`src/rtl/pwm_pkg.sv`:
```
// Shared constants and sizing helpers for the multi-channel PWM block.
// Counter range, channel-index width and reset levels live here so every file agrees.
package pwm_pkg;

    // Reset levels of the registered outputs (pulse therefore resets to pol).
    localparam logic RST_PULSE  = 1'b0;
    localparam logic RST_STROBE = 1'b0;

    // Largest duty value; the period counter runs 0..cnt_max-1.
    function automatic int cnt_max(input int width);
        return (1 << width) - 1;
    endfunction

    function automatic int ch_idx_w(input int channels);
        return (channels > 1) ? $clog2(channels) : 1;
    endfunction

endpackage

```
`src/rtl/pwm_if.sv`:
```
// Duty-write bus between the register/control logic (master) and the PWM block (slave).
// One wr_en pulse per write; wr_ch selects the channel, wr_duty carries the new value.
interface pwm_if
    import pwm_pkg::*;
#(
    parameter int CHANNELS = 4,
    parameter int WIDTH    = 8
);

    localparam int CH_W = ch_idx_w(CHANNELS);

    logic             wr_en;
    logic [CH_W-1:0]  wr_ch;
    logic [WIDTH-1:0] wr_duty;

    modport master (output wr_en, wr_ch, wr_duty);
    modport slave  (input  wr_en, wr_ch, wr_duty);

endinterface

```
`src/rtl/pwm_prescaler.sv`:
```
// Clock-enable generator for the PWM period counter: one tick every prescale+1 clocks.
// Held at zero while enable is low so a restart always begins on a fresh prescale interval.
module pwm_prescaler #(
    parameter int PRESCALE_W = 8
) (
    input  logic                  clk,
    input  logic                  rst_n,
    input  logic                  enable,
    input  logic [PRESCALE_W-1:0] prescale,
    output logic                  tick
);

    logic [PRESCALE_W-1:0] pcnt;

    // A count left above a freshly lowered prescale is treated as a hit, so it wraps at once
    // instead of running on to overflow.
    assign tick = enable && (pcnt >= prescale);

    // NOTE: sequential state uses non-blocking assignments so every flop samples pre-edge values.
    always_ff @(posedge clk or negedge rst_n) begin
        if (!rst_n) begin
            pcnt <= '0;
        end else if (!enable || tick) begin
            pcnt <= '0;
        end else begin
            pcnt <= pcnt + PRESCALE_W'(1);
        end
    end

endmodule

```
`src/rtl/pwm_multi.sv`:
```
// Multi-channel PWM: one shared period counter, per-channel double-buffered duty, polarity and
// a period_start strobe. Duty writes land in a pending buffer and go live at the period boundary.
module pwm_multi
    import pwm_pkg::*;
#(
    parameter int CHANNELS   = 4,
    parameter int WIDTH      = 8,
    parameter int PRESCALE_W = 8
) (
    input  logic                  clk,
    input  logic                  rst_n,
    input  logic                  enable,
    input  logic [PRESCALE_W-1:0] prescale,
    input  logic [CHANNELS-1:0]   pol,
    pwm_if.slave                  wr,
    output logic [CHANNELS-1:0]   pulse,
    output logic                  period_start
);

    localparam int               CH_W     = ch_idx_w(CHANNELS);
    localparam logic [WIDTH-1:0] CNT_LAST = WIDTH'(cnt_max(WIDTH) - 1);

    logic             tick;
    logic             boundary;
    logic             wr_valid;
    logic             enable_d;
    logic [WIDTH-1:0] cnt;

    pwm_prescaler #(
        .PRESCALE_W (PRESCALE_W)
    ) u_prescaler (
        .clk      (clk),
        .rst_n    (rst_n),
        .enable   (enable),
        .prescale (prescale),
        .tick     (tick)
    );

    assign boundary = tick && (cnt == CNT_LAST);

    // With a power-of-two channel count every index is legal, so no range check is needed.
    if (CHANNELS == (1 << CH_W)) begin : g_ch_full
        assign wr_valid = wr.wr_en;
    end else begin : g_ch_part
        assign wr_valid = wr.wr_en && (wr.wr_ch < CH_W'(CHANNELS));
    end

    always_ff @(posedge clk or negedge rst_n) begin
        if (!rst_n) begin
            cnt <= '0;
        end else if (!enable || boundary) begin
            cnt <= '0;
        end else if (tick) begin
            cnt <= cnt + WIDTH'(1);
        end
    end

    // Strobe after every boundary and after every enable rising edge.
    always_ff @(posedge clk or negedge rst_n) begin
        if (!rst_n) begin
            enable_d     <= 1'b0;
            period_start <= RST_STROBE;
        end else begin
            enable_d     <= enable;
            period_start <= boundary || (enable && !enable_d);
        end
    end

    for (genvar i = 0; i < CHANNELS; i++) begin : g_ch
        logic [WIDTH-1:0] pending;
        logic [WIDTH-1:0] active;
        logic             pulse_reg;
        logic             wr_hit;

        assign wr_hit = wr_valid && (wr.wr_ch == CH_W'(i));

        // NOTE: the duty buffers are a handful of flops, not a RAM, so they take the async
        // reset like any other state and a reset never leaves a stale duty behind.
        always_ff @(posedge clk or negedge rst_n) begin
            if (!rst_n) begin
                pending   <= '0;
                active    <= '0;
                pulse_reg <= RST_PULSE;
            end else begin
                if (wr_hit) begin
                    pending <= wr.wr_duty;
                end
                // A write on the boundary (or while idle) bypasses the shadow stage.
                if (wr_hit && (boundary || !enable)) begin
                    active <= wr.wr_duty;
                end else if (boundary) begin
                    active <= pending;
                end
                pulse_reg <= enable && (cnt < active);
            end
        end

        assign pulse[i] = pulse_reg ^ pol[i];
    end

endmodule

```
`src/flat_wrapper.sv`:
```
// flat-port wrapper written by rule: the top's interface ports become plain ports
module pwm_multi_flat import pwm_pkg::*;
#(
    parameter int CHANNELS   = 4,
    parameter int WIDTH      = 8,
    parameter int PRESCALE_W = 8
)
  (clk, rst_n, enable, prescale, pol, pulse, period_start, wr_wr_en, wr_wr_ch, wr_wr_duty);
  pwm_if #(.CHANNELS(CHANNELS), .WIDTH(WIDTH)) wr_i ();
  input  logic clk;
  input  logic rst_n;
  input  logic enable;
  input  logic [PRESCALE_W-1:0] prescale;
  input  logic [CHANNELS-1:0] pol;
  output logic [CHANNELS-1:0] pulse;
  output logic period_start;
  input wire logic [$bits(wr_i.wr_en)-1:0] wr_wr_en;
  input wire logic [$bits(wr_i.wr_ch)-1:0] wr_wr_ch;
  input wire logic [$bits(wr_i.wr_duty)-1:0] wr_wr_duty;
  assign wr_i.wr_en = wr_wr_en;
  assign wr_i.wr_ch = wr_wr_ch;
  assign wr_i.wr_duty = wr_wr_duty;
  pwm_multi #(.CHANNELS(CHANNELS), .WIDTH(WIDTH), .PRESCALE_W(PRESCALE_W)) u_core (.clk(clk), .rst_n(rst_n), .enable(enable), .prescale(prescale), .pol(pol), .wr(wr_i), .pulse(pulse), .period_start(period_start));
endmodule
```
`config.mk`:
```
export PLATFORM = sky130hd
export DESIGN_NAME = pwm_multi_flat
export DESIGN_NICKNAME = d
export VERILOG_FILES = /design/src/rtl/pwm_pkg.sv /design/src/rtl/pwm_if.sv /design/src/rtl/pwm_prescaler.sv /design/src/rtl/pwm_multi.sv /design/src/flat_wrapper.sv
export SDC_FILE = /design/constraint.sdc
export NUM_CORES = 1
export LEC_CHECK = 0
export BUFFER_PORTS_ARGS = -buffer_cell sky130_fd_sc_hd__buf_2
export CELL_PAD_IN_SITES_DETAIL_PLACEMENT = 0
export CELL_PAD_IN_SITES_GLOBAL_PLACEMENT = 1
export CORE_ASPECT_RATIO = 0.9
export CORE_MARGIN = 8
export CORE_UTILIZATION = 45
export DETAILED_ROUTE_END_ITERATION = 8
export GPL_TIMING_DRIVEN = 0
export PLACE_DENSITY = 0.75
export SLEW_MARGIN = 30
export SYNTH_ARGS = -nofsm -noshare
export SYNTH_HDL_FRONTEND = slang
export SYNTH_HIERARCHICAL = 1
export SYNTH_SLANG_ARGS = --single-unit
```
`constraint.sdc`:
```
create_clock -name clk -period 5.8 [get_ports clk]
set_input_delay 0.58 -clock clk [delete_from_list [all_inputs] [get_ports clk]]
set_output_delay 0.58 -clock clk [all_outputs]
set_load 0.03 [all_outputs]
```
; ---- Word-level counts from Yosys, hierarchy flattened
; Index checks and enable logic that the tools add are counted.
[word_totals]
register_bits = 86
in_bits = 26
[classes]
add_sub_neg = 2
n_lt_le_gt_ge = 5
eq_ne = 4
muxes = 11
n_bitwise = 4
reduce_logical = 26
[ops]
columns = operator, n
row1 = $mux 8, 11
row2 = $lt 8x8->1, 4
row3 = $add 8x1->8 const B, 2
row4 = $logic_and 1x1->1, 15
row5 = $reduce_bool 2->1, 5
row6 = $eq 8x8->1 const B, 1
row7 = $ge 8x8->1, 1
row8 = $eq 2x2->1 const B, 2
row9 = $xor 1x1->1, 4
row10 = $logic_or 1x1->1, 3
row11 = $eq 2x1->1 const B, 1
row12 = $logic_not 1->1, 2
row13 = $logic_not 2->1, 1

; ---- Depth between registers and ports, before layout
; Gate-level depths: netlist (run 1).
[depth]
depth_word = 6
ltp_mapped = 12
ltp_nobuf = 9

; ---- Modules after synthesis
; The synthesis (run 1) kept the hierarchy.
[modules_own_cells]
columns = mod, n_inst, cells_each, area_per_inst_um2, seq_area_each_um2
row1 = pwm_multi, 1, 490, 4613.2, 1951.9
row2 = pwm_prescaler, 1, 59, 578.1, 200.2

; ---- Least setup slack after synthesis (run 1)
; OpenSTA, ideal clock, no wires.
[synth_timing]
path_kind = input port to flip-flop
start = input prescale[2]
end = register u_core.g_ch[2].active[1]
t_arrival_ps = 2619
required_ps = 5664
path_slack_ps = 3046
cell_stages = 12
path_buffers = 3
path_cell_list = inv_1 > ha_1 > or3_1 > a21oi_1 > o31ai_1 > and2_1 > buf_4 > and4_1 > buf_6 > buf_6 > a211oi_1 > a211oi_2
[synth_via]
elab_chain_len = 6
[synth_lines]
columns = element, line_no
row1 = start: declaration, flat_wrapper.sv:13  ; input logic [PRESCALE_W-1:0] prescale;
row2 = $ge 8x8->1 *, pwm_prescaler.sv:17  ; assign tick = enable && (pcnt >= prescale);
row3 = $logic_and 1x1->1 *, pwm_prescaler.sv:17
row4 = net u_core.tick, pwm_multi.sv:23  ; logic tick;
row5 = $logic_and 1x1->1 *, pwm_multi.sv:39  ; assign boundary = tick && (cnt == CNT_LAST);
row6 = $logic_or 1x1->1, pwm_multi.sv:89  ; if (wr_hit && (boundary || !enable)) begin
row7 = $logic_and 1x1->1, pwm_multi.sv:89
row8 = $mux 8 or $reduce_bool 2->1 (tied branches), -
row9 = end signal: assignment, pwm_multi.sv:90  ; active <= wr.wr_duty;
row10 = end signal: assignment, pwm_multi.sv:92  ; active <= pending;
row11 = end: declaration, pwm_multi.sv:71  ; logic [WIDTH-1:0] active;
; The timed path passes the listed nets; every way through them passes the cells marked *.
; A chain may end at the register's enable or synchronous reset.

; ---- Final worst setup path (run 1)
[layout_timing]
start = register u_core.u_prescaler.pcnt[2]
end = register u_core.g_ch[3].active[5]
[layout_via]
elab_chain_len = 6
[layout_lines]
columns = element, line_no
row1 = start: declaration, pwm_prescaler.sv:13  ; logic [PRESCALE_W-1:0] pcnt;
row2 = start signal: assignment, pwm_prescaler.sv:26  ; pcnt <= pcnt + PRESCALE_W'(1);
row3 = $ge 8x8->1 *, pwm_prescaler.sv:17
row4 = $logic_and 1x1->1 *, pwm_prescaler.sv:17
row5 = net u_core.tick, pwm_multi.sv:23
row6 = $logic_and 1x1->1 *, pwm_multi.sv:39
row7 = $logic_or 1x1->1, pwm_multi.sv:89
row8 = $logic_and 1x1->1, pwm_multi.sv:89
row9 = $mux 8 or $reduce_bool 2->1 (tied branches), -
row10 = end signal: assignment, pwm_multi.sv:90
row11 = end signal: assignment, pwm_multi.sv:92
row12 = end: declaration, pwm_multi.sv:71
; Marks and branches as above.

==> results.json, run 1 <==
{
  "synth_cell_types": 44,
  "rsz0062_at_grt": "false",
  "cts_tree": "built",
  "dr_wl_met3_um": 745,
  "num_antenna_cells": 0,
  "slew_violations": 0,
  "cts_max_level": 3,
  "dieArea_um2": 15200,
  "die_h_um": 118,
  "syn-cell-area_um2": 5190,
  "initial_utilization_pct": 45.8,
  "numCtsBuffers": 9,
  "critPathCaptureType": "flip-flop",
  "ir_drop_v": 0.000175,
  "syn_nets": 614,
  "clk_path_buf_depth": 2,
  "cts-root-buf": "clkbuf_16",
  "detail_route.iter0.violations": 336,
  "p_leak_uw": 0.00291,
  "fmax_mhz": 336,
  "ios": 31,
  "cts.reportedPaths.clkPinSlew_ns": 0.07,
  "synth_xor_area_share_pct": 2.36,
  "dp.cells": 728,
  "critical_path.max_fanout": 10,
  "power_per_cell_area_nw_per_um2": 276,
  "grt_pass1_vias": 4117,
  "postRouteWirelength_um": 13400,
  "relSlewSlack_pct": 63.5,
  "critPathKind": "flip-flop to flip-flop",
  "reg2reg_from": "u_core/u_prescaler/pcnt[2]",
  "ctsHoldBuffers": 0,
  "reg.largest.list": "u_core/g_ch.active: 32 flops, u_core/g_ch.pending: 32 flops",
  "yosys_register_bits": 86,
  "yosysSeqAreaShare_pct": 41.5,
  "nNetsFinal": 648,
  "drive_gt1_share_pct": 16.8,
  "dp_hpwl_um": 9630,
  "dominantRegCellSynth": "dfrtp_1",
  "worst_pin_slew_ns": 0.542,
  "gp_congestion": 0.801,
  "critPathArrivalTime_ns": 3.22,
  "synthAdderAreaFrac_pct": 9.40,
  "synth.area.mux_share_pct": 0,
  "first_pass_iters": 5,
  "maxCapViolCount": 0,
  "synth_top_family_by_area": "simple AND/OR/NAND/NOR gates",
  "hp-class": "primary input to async pin",
  "post_cts_buffers": 0,
  "synth_edf_count": 0,
  "fin_crit_sh_pct": 51.3,
  "synth_compound_area_share_pct": 15.7,
  "vias": 4062,
  "final_hold_viol_count": 0,
  "cp-startpoint": "u_core/u_prescaler/pcnt[2]",
  "cp.required_ns": 6.04,
  "synth-simple-area-share_pct": 21.9,
  "clk_latency_ns": 0.34,
  "grt_pass1_wl_um": 22300,
  "wl_per_cell_um": 18.0,
  "rows": 37,
  "dr_wl_met2_um": 5860,
  "core_um2": 11300,
  "antenna_found_initial": 0,
  "area_growth_syn_to_layout_pct": 12.7,
  "min_period_ns": 2.98,
  "synth-async-reset-ratio_pct": 100,
  "grt_max_degree": 69,
  "port_buffers": 22,
  "fin_tns_setup_ns": 0,
  "fin_skew_ns": 0.00924,
  "grt_usage_pct": 18.7,
  "grt-ovfl-total": 0,
  "outcome": "complete, no violations",
  "top_layer": "met4",
  "ant_nets": 0,
  "syn_inst": 549,
  "avgViaCountPerCell": 5.46,
  "drc_errors": 0,
  "cts_sinks": 86,
  "stdcell_count": 744,
  "crit_path_start_kind": "flip-flop",
  "avgSynthCellArea_um2": 9.46,
  "fp.dieW_um": 129,
  "final_util_pct": 51.6,
  "yosys_warnings": 6,
  "routedLengthMet1_um": 6640,
  "setup_viol": 0,
  "ctsResizeCount": 0
}
==> stage by stage <==
stage / worst slack [ns] / cell area [um^2] / hold slack (ns) / power (uW)
3_3_place_gp: 2.61 / 5500 / 0.420 / 1000
2_1_floorplan: 3.05 / 5190 / 0.284 / 921
6_report: 2.82 / 5850 / 0.0695 / 1620
4_1_cts: 2.83 / 5850 / 0.0707 / 1630
5_1_grt: 2.56 / 5850 / 0.0741 / 1700
3_5_place_dp: 2.57 / 5530 / 0.431 / 1010
==> cells by family (layout without fill, tap and decap cells) <==
group / after synthesis / in the layout
simple gates: 226 / 226
flops: 86 / 86
buf+inv: 84 / 123
xor+xnor: 14 / 14
compound gates: 100 / 100
fa+ha+maj: 39 / 39
==> worst max-delay path, cell delays in order, from the launching register on <==
cell      delay, ns
dfrtp_1        0.42
ha_1           0.30
or3_1          0.34
a21oi_1        0.28
o31ai_1        0.14
and2_1         0.20
buf_4          0.18
nand4_2        0.21
clkbuf_1       0.43
nor4_1         0.13
a211oi_1       0.24
==> synthesized netlist by cell type (all sizes together) (3+ instances only) <==
master,count,share of area [%]
nand2,99,7.2
o21a,5,0.72
a2111oi,8,1.3
and3,3,0.36
nor4,32,3.9
o21ai,4,0.39
a21o,5,0.72
nand3,6,0.58
nand2b,5,0.60
or3,4,0.48
nand4,9,1.5
xnor2,3,0.51
buf,42,6.1
o31a,4,0.67
dfrtp,86,41
and4,6,1.0
a211oi,65,10
a21oi,6,0.80
nor2,49,3.5
ha,39,9.4
inv,39,2.8
xor2,11,1.9
clkbuf,3,0.24
==> final cells by class <==
class,count,area [um^2]
clock buffers,12,267
clock inverters,4,52.6
repair buffers,23,144
flip-flops and latches,86,2150
plain buffers,45,332
multi-input cells,379,2560
well taps,156,195
fillers,1071,5490
inverters,39,146
==> worst paths after layout <==
| kind | end | slack [ns] | depth (start not counted) |
|---|---|---|---|
| setup / recovery | u_core/g_ch[3].active[5] | 2.82 | 10 |
| hold / removal | u_core/g_ch[0].active[1] | 0.07 | 1 |
| setup reg to reg | u_core/g_ch[3].active[5] | 2.82 | 10 |
| hold reg to reg | u_core/period_start | 0.44 | 1 |
| max in group asynchronous | u_core/g_ch[2].pending[7] | 5.14 | 2 |
| min in group clk | u_core/period_start | 0.44 | 1 |
==> layout by cell type, fill, tap and decap left out, types with 7 or more instances in the layout <==
cell type and instances:
a2111oi_0 8, buf_2 33, ha_1 39, buf_4 19
nor2_1 49, inv_1 39, nand2_1 99, nand4_1 7
a211oi_1 56, a211oi_2 9, nor4_1 32, xor2_1 11
clkbuf_16 9, buf_6 11, dfrtp_1 86
==> power breakdown <==
group / switching [uW] / internal (uW) / total [uW]
clock network: 239 / 371 / 610
logic: 154 / 109 / 262
registers: 57.5 / 686 / 744
==> layer usage <==
| metal | up-vias | track usage [%] |
|---|---|---|
| met3 | 12 | 3.99 |
| li1 | 2011 | - |
| met5 | - | 0 |
| met2 | 115 | 27.1 |
| met1 | 1924 | 27.1 |
| met4 | 0 | 5.06 |
Power figures use the tool's default switching activity.
==> run 2, diff against run 1 <==
clock period = 2.8 ns   (was 5.8 ns; I/O delays follow)
==> run 2 against run 1 <==
Critical path depth up 1. Via count up 0.94%. Fmax up 9.8%. Non-clock buffer count up 5. Clock skew up 0.0027 ns. Utilization up 2.3 points.
==> results.json, run 2 (synthesis results as in run 1) <==
{
  "drc_errors": 0,
  "numCtsBuffers": 9,
  "cts.reportedPaths.clkPinSlew_ns": 0.07,
  "port_buffers": 22,
  "critical_path.max_fanout": 10,
  "gp_congestion": 0.801,
  "pre_cts_slack_ns": -0.150,
  "cts_sinks": 86,
  "slowest_delay_ns": 0.52,
  "fin_crit_sh_pct": 96.7,
  "dp.cells": 728,
  "grt_pass1_wl_um": 22300,
  "cp_cell_sequence": "ha_1 -> or4_4 -> a21oi_4 -> o31ai_1 -> and2_1 -> buf_6 -> and4_1 -> buf_6 -> buf_4 -> a211oi_1 -> a211oi_1",
  "p_leak_uw": 0.00297,
  "avgViaCountPerCell": 5.47,
  "wl_per_cell_um": 18.1,
  "power_per_cell_area_nw_per_um2": 556,
  "most-common-layout-cells": "99 x nand2_1, 86 x dfrtp_1, 49 x nor2_1",
  "critPathCaptureType": "flip-flop",
  "cts-root-buf": "clkbuf_16",
  "min_period_ns": 2.71,
  "outcome": "complete, no violations",
  "grt-ovfl-total": 0,
  "cp.required_ns": 3.01,
  "ios": 31,
  "stdcell_count": 749,
  "reg.largest.list": "u_core/g_ch.active: 32 flops, u_core/g_ch.pending: 32 flops",
  "worst_pin_slew_ns": 0.632,
  "grt_pass1_vias": 4127,
  "grt_usage_pct": 18.7,
  "cts_max_level": 3,
  "clk_path_buf_depth": 2,
  "fmax_mhz": 369,
  "first_pass_iters": 4,
  "crit_path_start_kind": "flip-flop",
  "layout_commonest_cell": "nand2_1",
  "drive_gt1_share_pct": 24.1,
  "fin_skew_ns": 0.0120,
  "hp-class": "primary input to flip-flop",
  "final_hold_viol_count": 0,
  "detail_route.iter0.violations": 261,
  "setup_viol": 0,
  "die_h_um": 118,
  "dieArea_um2": 15200,
  "core_um2": 11300,
  "ir_drop_v": 0.000364,
  "cpMaxStageDelayCell": "or4_4",
  "critPathArrivalTime_ns": 2.92,
  "postRouteWirelength_um": 13600,
  "relSlewSlack_pct": 57.7,
  "grt_max_degree": 69,
  "fp.dieW_um": 129,
  "clk_latency_ns": 0.35,
  "ant_nets": 0,
  "setup_slack_ns": 0.0916,
  "final_area_um2": 6120,
  "rsz0062_at_grt": "false",
  "dp_hpwl_um": 9630,
  "maxCapViolCount": 0,
  "hold_path_depth": 1,
  "reg2reg_from": "u_core/u_prescaler/pcnt[2]",
  "fin_tns_setup_ns": 0,
  "critPathKind": "flip-flop to flip-flop",
  "cts_tree": "built",
  "hp-start": "enable",
  "r2r_cells": 11,
  "antenna_found_initial": 0,
  "cp-startpoint": "u_core/u_prescaler/pcnt[2]",
  "rows": 37,
  "initial_utilization_pct": 45.8,
  "fillers": 1046,
  "num_antenna_cells": 0,
  "area_growth_syn_to_layout_pct": 17.8,
  "slew_violations": 0,
  "place_area_um2": 5530,
  "final_util_pct": 53.9,
  "vias": 4100,
  "nNetsFinal": 653
}
run 2: changes by cell type in the layout (fill, tap and decap cells not counted), moves of 5 or more:
cell | before | now
a211oi_1 | 56 | 33
a211oi_2 | 9 | 32
nor4_1 | 32 | 19
nor4_2 | 0 | 13
buf_4 | 19 | 24
run 2: metrics by stage:
stage	hold slack, ns	power [uW]
global placement	0.420	2070
CTS	0.182	3380
finish	0.190	3400
detailed placement	0.143	2100
global route	0.188	3580
floorplan	-0.0156	1910
run 2: routing by layer:
layer,vias up,GRT usage (%),routed length [um]
li1,2026,-,-
met5,-,0,0
met1,1956,27.1,6390
met3,9,3.94,1040
met2,109,27.2,6010
met4,0,5.06,121
run 2: critical path, delay by kind of cell, from the launching register on:
kind                     cells  cell delay [ns]
AND/OR/NAND/NOR              3             0.94
buffers and inverters        3             0.46
AO/OA/AOI/OAI                4             0.53
flip-flops                   1             0.42
adder cells (fa/ha/maj)      1             0.21
run 2: cell type report:
cell class                      instances  area [um^2]  area share [%]
Multi-Input combinational cell        379         2770            45.4
Tap cell                              156          195            3.19
Clock inverter                          4         52.6           0.859
Clock buffer                           12          267            4.36
Buffer                                 45          345            5.65
Timing Repair Buffer                   28          184            3.01
Sequential cell                        86         2150            35.2
Inverter                               39          146            2.39
run 2: worst paths after layout:
path                                        endpoint  slack, ns
max                         u_core/g_ch[1].active[4]       0.09
min                                  u_core/enable_d       0.19
max reg2reg                 u_core/g_ch[1].active[4]       0.09
min reg2reg                      u_core/period_start       0.44
max in group asynchronous  u_core/g_ch[1].pending[2]       1.87
min in group asynchronous   u_core/g_ch[0].active[1]       0.34
run 2: power breakdown:
group,total (uW),internal (uW),switching (uW)
logic,573,250,323
registers,1560,1420,137
clock network,1270,768,500
run 2: timing repair:
action,4_1_cts,5_1_grt
resized for setup,6,42
endpoints found under the hold margin,18,0
setup endpoints to repair,27,40
hold buffers,1,0
gates cloned,0,0
pin swaps,0,1
buffers inserted,0,4
